**config.mk**
```make
export PLATFORM = sky130hd
export DESIGN_NAME = vga_timing_gen
export DESIGN_NICKNAME = d
export VERILOG_FILES = /design/src/rtl/vga_timing_gen.sv
export SDC_FILE = /design/constraint.sdc
export NUM_CORES = 1
export LEC_CHECK = 0
export CAP_MARGIN = 20
export CORE_ASPECT_RATIO = 0.8
export CORE_MARGIN = 2
export CORE_UTILIZATION = 44
export CTS_BUF_LIST = sky130_fd_sc_hd__clkbuf_4 sky130_fd_sc_hd__clkbuf_8
export DETAILED_ROUTE_END_ITERATION = 7
export HOLD_SLACK_MARGIN = 0.02
export PLACE_DENSITY = 0.69
export SLEW_MARGIN = 30
export SYNTH_ARGS = -nofsm -noshare
export SYNTH_HDL_FRONTEND = slang
export SYNTH_SLANG_ARGS = --single-unit
```
**constraint.sdc**
```tcl
create_clock -name Clk -period 6.5 [get_ports Clk]
set_clock_uncertainty 0.1 [all_clocks]
set_input_delay 1.625 -clock Clk [delete_from_list [all_inputs] [get_ports Clk]]
set_output_delay 1.625 -clock Clk [all_outputs]
set_load 0.01 [all_outputs]
```
**src/rtl/vga_timing_gen.sv**
```systemverilog
// Parametrised VGA timing generator: one clock domain with a pixel clock-enable,
// registered sync/blank/coordinates that are always mutually coherent.
module vga_timing_gen #(
  parameter int H_VISIBLE = 640,
  parameter int H_FRONT   = 16,
  parameter int H_SYNC    = 96,
  parameter int H_BACK    = 48,
  parameter int V_VISIBLE = 480,
  parameter int V_FRONT   = 10,
  parameter int V_SYNC    = 2,
  parameter int V_BACK    = 33,
  parameter int CLK_DIV   = 2,
  parameter bit HS_POL    = 1'b0,
  parameter bit VS_POL    = 1'b0,
  parameter int XW        = 10,
  parameter int YW        = 10
) (
  input  logic          Clk,
  input  logic          Reset_n,
  input  logic          restart,
  output logic          pixel_ce,
  output logic          hs,
  output logic          vs,
  output logic          blank,
  output logic          sync,
  output logic [XW-1:0] DrawX,
  output logic [YW-1:0] DrawY,
  output logic          line_start,
  output logic          frame_start
);

  localparam int H_TOTAL = H_VISIBLE + H_FRONT + H_SYNC + H_BACK;
  localparam int V_TOTAL = V_VISIBLE + V_FRONT + V_SYNC + V_BACK;
  localparam int DW      = (CLK_DIV > 1) ? $clog2(CLK_DIV) : 1;

  localparam logic [DW-1:0] DIV_LAST = DW'(CLK_DIV - 1);
  localparam logic [XW-1:0] H_LAST   = XW'(H_TOTAL - 1);
  localparam logic [YW-1:0] V_LAST   = YW'(V_TOTAL - 1);

  // One extra bit so a window ending exactly at 2^XW (or 2^YW) still compares correctly.
  localparam logic [XW:0] H_VIS_X  = (XW+1)'(H_VISIBLE);
  localparam logic [XW:0] HS_BEG_X = (XW+1)'(H_VISIBLE + H_FRONT);
  localparam logic [XW:0] HS_END_X = (XW+1)'(H_VISIBLE + H_FRONT + H_SYNC);
  localparam logic [YW:0] V_VIS_X  = (YW+1)'(V_VISIBLE);
  localparam logic [YW:0] VS_BEG_X = (YW+1)'(V_VISIBLE + V_FRONT);
  localparam logic [YW:0] VS_END_X = (YW+1)'(V_VISIBLE + V_FRONT + V_SYNC);

  logic [DW-1:0] div_cnt;
  logic [DW-1:0] div_nxt;
  logic [XW-1:0] hc_nxt;
  logic [YW-1:0] vc_nxt;
  logic          hs_act;
  logic          vs_act;
  logic          blank_nxt;
  logic          line_start_nxt;
  logic          frame_start_nxt;

  assign pixel_ce = (div_cnt == DIV_LAST);

  // Next counter position; restart reloads the end-of-frame position, same as reset.
  always_comb begin
    div_nxt = pixel_ce ? '0 : div_cnt + DW'(1);
    hc_nxt  = DrawX;
    vc_nxt  = DrawY;
    if (restart) begin
      div_nxt = '0;
      hc_nxt  = H_LAST;
      vc_nxt  = V_LAST;
    end else if (pixel_ce) begin
      if (DrawX == H_LAST) begin
        hc_nxt = '0;
        vc_nxt = (DrawY == V_LAST) ? '0 : DrawY + YW'(1);
      end else begin
        hc_nxt = DrawX + XW'(1);
      end
    end

    hs_act          = ({1'b0, hc_nxt} >= HS_BEG_X) && ({1'b0, hc_nxt} < HS_END_X);
    vs_act          = ({1'b0, vc_nxt} >= VS_BEG_X) && ({1'b0, vc_nxt} < VS_END_X);
    blank_nxt       = ({1'b0, hc_nxt} < H_VIS_X) && ({1'b0, vc_nxt} < V_VIS_X);
    line_start_nxt  = !restart && pixel_ce && (hc_nxt == '0);
    frame_start_nxt = line_start_nxt && (vc_nxt == '0);
  end

  // Counters and decoded outputs load on the same edge.
  always_ff @(posedge Clk or negedge Reset_n) begin
    if (!Reset_n) begin
      div_cnt     <= '0;
      DrawX       <= H_LAST;
      DrawY       <= V_LAST;
      hs          <= ~HS_POL;
      vs          <= ~VS_POL;
      blank       <= 1'b0;
      sync        <= 1'b1;
      line_start  <= 1'b0;
      frame_start <= 1'b0;
    end else begin
      div_cnt     <= div_nxt;
      DrawX       <= hc_nxt;
      DrawY       <= vc_nxt;
      hs          <= hs_act ? HS_POL : ~HS_POL;
      vs          <= vs_act ? VS_POL : ~VS_POL;
      blank       <= blank_nxt;
      sync        <= ~(hs_act | vs_act);
      line_start  <= line_start_nxt;
      frame_start <= frame_start_nxt;
    end
  end

endmodule

```
After elaboration in Yosys (flattened, before gate mapping)
Index checks and enable logic that the tools add are counted.
{ "totals": {"reg_bits": 27, "output_inout_bits": 27, "elab_cells": 42} }
{ "classes": {"addsub": 3, "n_lt_le_gt_ge": 6, "eq_ne": 2, "muxes": 11, "bitwise": 2, "reduce_logical": 9} }
{ "ops": {"columns": ["operator", "count"], "rows": [
  ["2-to-1 mux 10 bit", 7],
  ["adder 10 x 1 -> 10 bit, second input constant", 2],
  ["== test 10 bit, second input constant", 2],
  ["zero test 10 bit", 2],
  ["less-than comparator 10 bit, second input constant", 2],
  ["less-than comparator 10 x 9 -> 1 bit, second input constant", 2],
  ["greater-or-equal comparator 10 bit, second input constant", 1],
  ["greater-or-equal comparator 10 x 9 -> 1 bit, second input constant", 1],
  ["logical AND 1 bit", 6],
  ["2-to-1 mux 1 bit", 4],
  ["adder 1 bit, second input constant", 1],
  ["zero test 1 bit", 1],
  ["inverter 1 bit", 1],
  ["OR 1 bit", 1]
]} }

Logic depth before layout (Yosys ltp)
{ "logic_depth": {"depth_word": 9, "mapped_depth": 9, "mapped_depth_nobuf": 8} }

Least setup slack after synthesis
No wires, ideal clock.
{ "synth_timing": {"kind": "input port to flip-flop", "from": "input port restart", "to": "register frame_start", "arrival_time_ns": 2.721, "t_required_ns": 6.332, "slack_ns": 3.611, "path_stages": 7, "path_buffers": 1, "cell_sequence": "clkbuf_1 > inv_1 > o41ai_1 > a211o_1 > a211o_1 > nor3_2 > and4_1"} }
{ "synth_between": {"elab_cells_between_ends": 8} }
{ "synth_lines": {"columns": ["item", "line", "source"], "rows": [
  ["start: declaration", "20", "input logic restart,"],
  ["2-to-1 mux 10 bit", "65", "if (restart) begin"],
  ["net vc_nxt[2]", "51", "logic [YW-1:0] vc_nxt;"],
  ["zero test 10 bit", "82", "frame_start_nxt = line_start_nxt && (vc_nxt == '0);"],
  ["logical AND 1 bit", "82", null],
  ["net frame_start_nxt", "56", "logic frame_start_nxt;"],
  ["end signal: assignment", "106", "frame_start <= frame_start_nxt;"],
  ["end: declaration", "29", "output logic frame_start"]
]} }
The timed path passes the listed nets, and every way through them passes these cells.

Worst setup path in the final report
Ends and elaborated chain as after synthesis.

==> out/results.tsv <==
stage	metric	value	unit
sta	grt_setup_unrepaired	no	
grt	grt_usage	21.1	%
synth	yosysUniqueCellTypes	48	
final_layout	fillers	313	
grt	grt_pass1_wl	6850	um
synth	syn-cell-area	1620	um2
routing	wl_per_cell	17.6	um
setup_path	critPathKind	input port to register	
sta	worst_slew_pin_slew	513	ps
routing	firstDrtPassIters	4	
floorplan	row_count	19	
sta	hold_ws	522	ps
routing	first_iter_violations	122	
flow_run	drv_cap	0	
routing	vias_per_cell	6.51	
grt	overflow	0	
pwr	vdd_drop_max	183	uV
clocking	hold_buffers	0	
pwr	power	0.406	mW
grt	grt_pass1_vias	1399	
place	place_congestion	0.897	
setup_path	arrival	3620	ps
clocking	cts_resized	0	
floorplan	num_io_pins	30	
final_layout	stdcell_count	237	
floorplan	die_area	4180	um2
clocking	cts_tree	built	
sta	tns	0	ps
final_layout	post-route-util	56.7	%
clocking	cts_max_level	1	
synth	yosysSeqAreaShare	42.8	%
final_layout	seq_area	692	um2
clocking	root_buffer	clkbuf_8	
floorplan	dieWidth	71.8	um
routing	finalWirelength	4160	um
place	dpl_cell_area	1920	um2
synth	synth_flop_cell	dfrtp_1	
clocking	cts.reportedPaths.clkPinSlew	90	ps
clocking	insertion_delay	270	ps
setup_path	worstSetupStartpointType	input port	
final_layout	multi_input_area	845	um2
final_layout	nNetsFinal	202	
sta	setup_violations	0	
synth	yosys_warnings	0	
setup_path	cp_max_fo	13	
synth	synth-edff-count	0	
final_layout	syn_to_final_growth	21.7	%
setup_path	crit_required	6610	ps
synth	synth_fp_nets	178	
sta	fmax	286	MHz
routing	vias	1544	
sta	maxSlewHeadroom	65.6	%
worst_hold_path	worstHoldPathType	register to register	
routing	drc_errors	0	
place	hpwl	3100	um
sta	min_period_over_period	53.9	%
pwr	leakagePower	0.770	nW
floorplan	coreArea	3470	um2
setup_path	cp-end-kind	register	
clocking	cts_buffer_depth	2	
sta	min_period	3500	ps
synth	syn_inst	172	
routing	antenna_left	0	
floorplan	start_util	46.6	%
clocking	cts.sinks	27	
status	outcome	finished, final reports clean	
grt	grt_max_degree	28	
grt	antenna_found_initial	0	
floorplan	dieHeight	58.2	um
synth	async_flop_share	100	%
place	placed_cells	233	
place	numPortBuffers	29	
clocking	cts_buffers	3	
sta	final_hold_viol_count	0	
final_layout	drive_gt1_share	11.8	%
place	pre_cts_slack	2760	ps
clocking	cts_setup_buffers	0	
synth	synth_area_per_cell	9.41	um2
sta	setup_ws	3000	ps
final_layout	final_area	1970	um2
sta	finalMaxSlewViolations	0	
pwr	p_per_area	206	nW/um2
final_layout	antenna_cells	0	
synth	ys_seq_elements	27	
-- cells in the mapped netlist, drive strengths merged, types with 4 or more instances --
master | n | area, um2
nor4 | 5 | 31.3
dfstp | 13 | 342
nand3 | 6 | 30.0
nand2 | 12 | 45.0
inv | 9 | 33.8
nand2b | 4 | 25.0
nand4 | 5 | 31.3
and4 | 4 | 35.0
nor3 | 8 | 50.1
nor2 | 6 | 22.5
a21oi | 9 | 45.0
clkbuf | 6 | 22.5
and3 | 5 | 31.3
dfrtp | 14 | 350
o21ai | 6 | 30.0
o31ai | 5 | 37.5
buf | 5 | 25.0
-- power by group --
part	switching, mW	total, mW	internal, mW
logic	0.0640	0.111	0.0469
clock network	0.0507	0.0941	0.0435
registers	0.0182	0.201	0.183
total	0.133	0.406	0.273
-- per-layer routing --
layer	global-route usage, %	up-vias	wire (um)
li1	-	701	-
met1	32.9	754	2010
met2	30.0	83	1820
met3	4.00	6	292
met4	5.12	0	42
met5	0	-	0
-- state kept, by name, indices dropped and copies added (netlist names) --
register / cells
DrawX: 10
DrawY: 10
blank: 1
frame_start: 1
hs: 1
line_start: 1
pixel_ce: 1
sync: 1
vs: 1
-- critical path, stage by stage --
cell	delay [ps]
clkdlybuf4s50_1	610
inv_1	380
o41ai_1	160
a211o_1	270
a211o_1	260
nor3_2	110
and4_1	200
-- worst paths after layout --
| kind | from | cells after the start | slack (ps) | endpoint |
|---|---|---|---|---|
| setup reg to reg | DrawX[0] | 7 | 3280 | blank |
| setup / recovery | restart | 7 | 3000 | frame_start |
| min in group asynchronous | Reset_n | 2 | 1610 | DrawY[4] |
| hold / removal | DrawX[1] | 2 | 520 | DrawX[1] |
| hold reg to reg | DrawX[1] | 2 | 520 | DrawX[1] |
| max in group asynchronous | Reset_n | 2 | 4380 | DrawX[4] |
-- logic make-up (layout without fill, tap and decap cells) --
family	Yosys count	count (layout)	synth area share [%]
and+or+nand+nor	75	75	28.8
AOI/OAI and AO/OA	41	41	17.5
DFF	27	27	42.8
buffers and inverters	20	43	5.03
adders and majority gates	3	3	2.32
xor gates and xnor gates	3	3	1.62
muxes	3	3	2.01
-- final cells by class --
type,instances,share of cell area (%)
well taps,42,2.67
clock inverters,1,0.381
inverters,9,1.72
repair buffers,30,15.1
clock buffers,3,2.10
flip-flops and latches,27,35.1
multi-input cells,125,42.9
-- layout by cell type, fill, tap and decap left out, drive strengths merged, types with 6 or more instances in the layout --
| cell type | count |
|---|---|
| clkdlybuf4s50 | 29 |
| o21ai | 6 |
| a21oi | 9 |
| nor2 | 6 |
| nand2 | 12 |
| nand3 | 6 |
| nor3 | 8 |
| dfstp | 13 |
| dfrtp | 14 |
| inv | 9 |
Power figures use the tool's default switching activity.
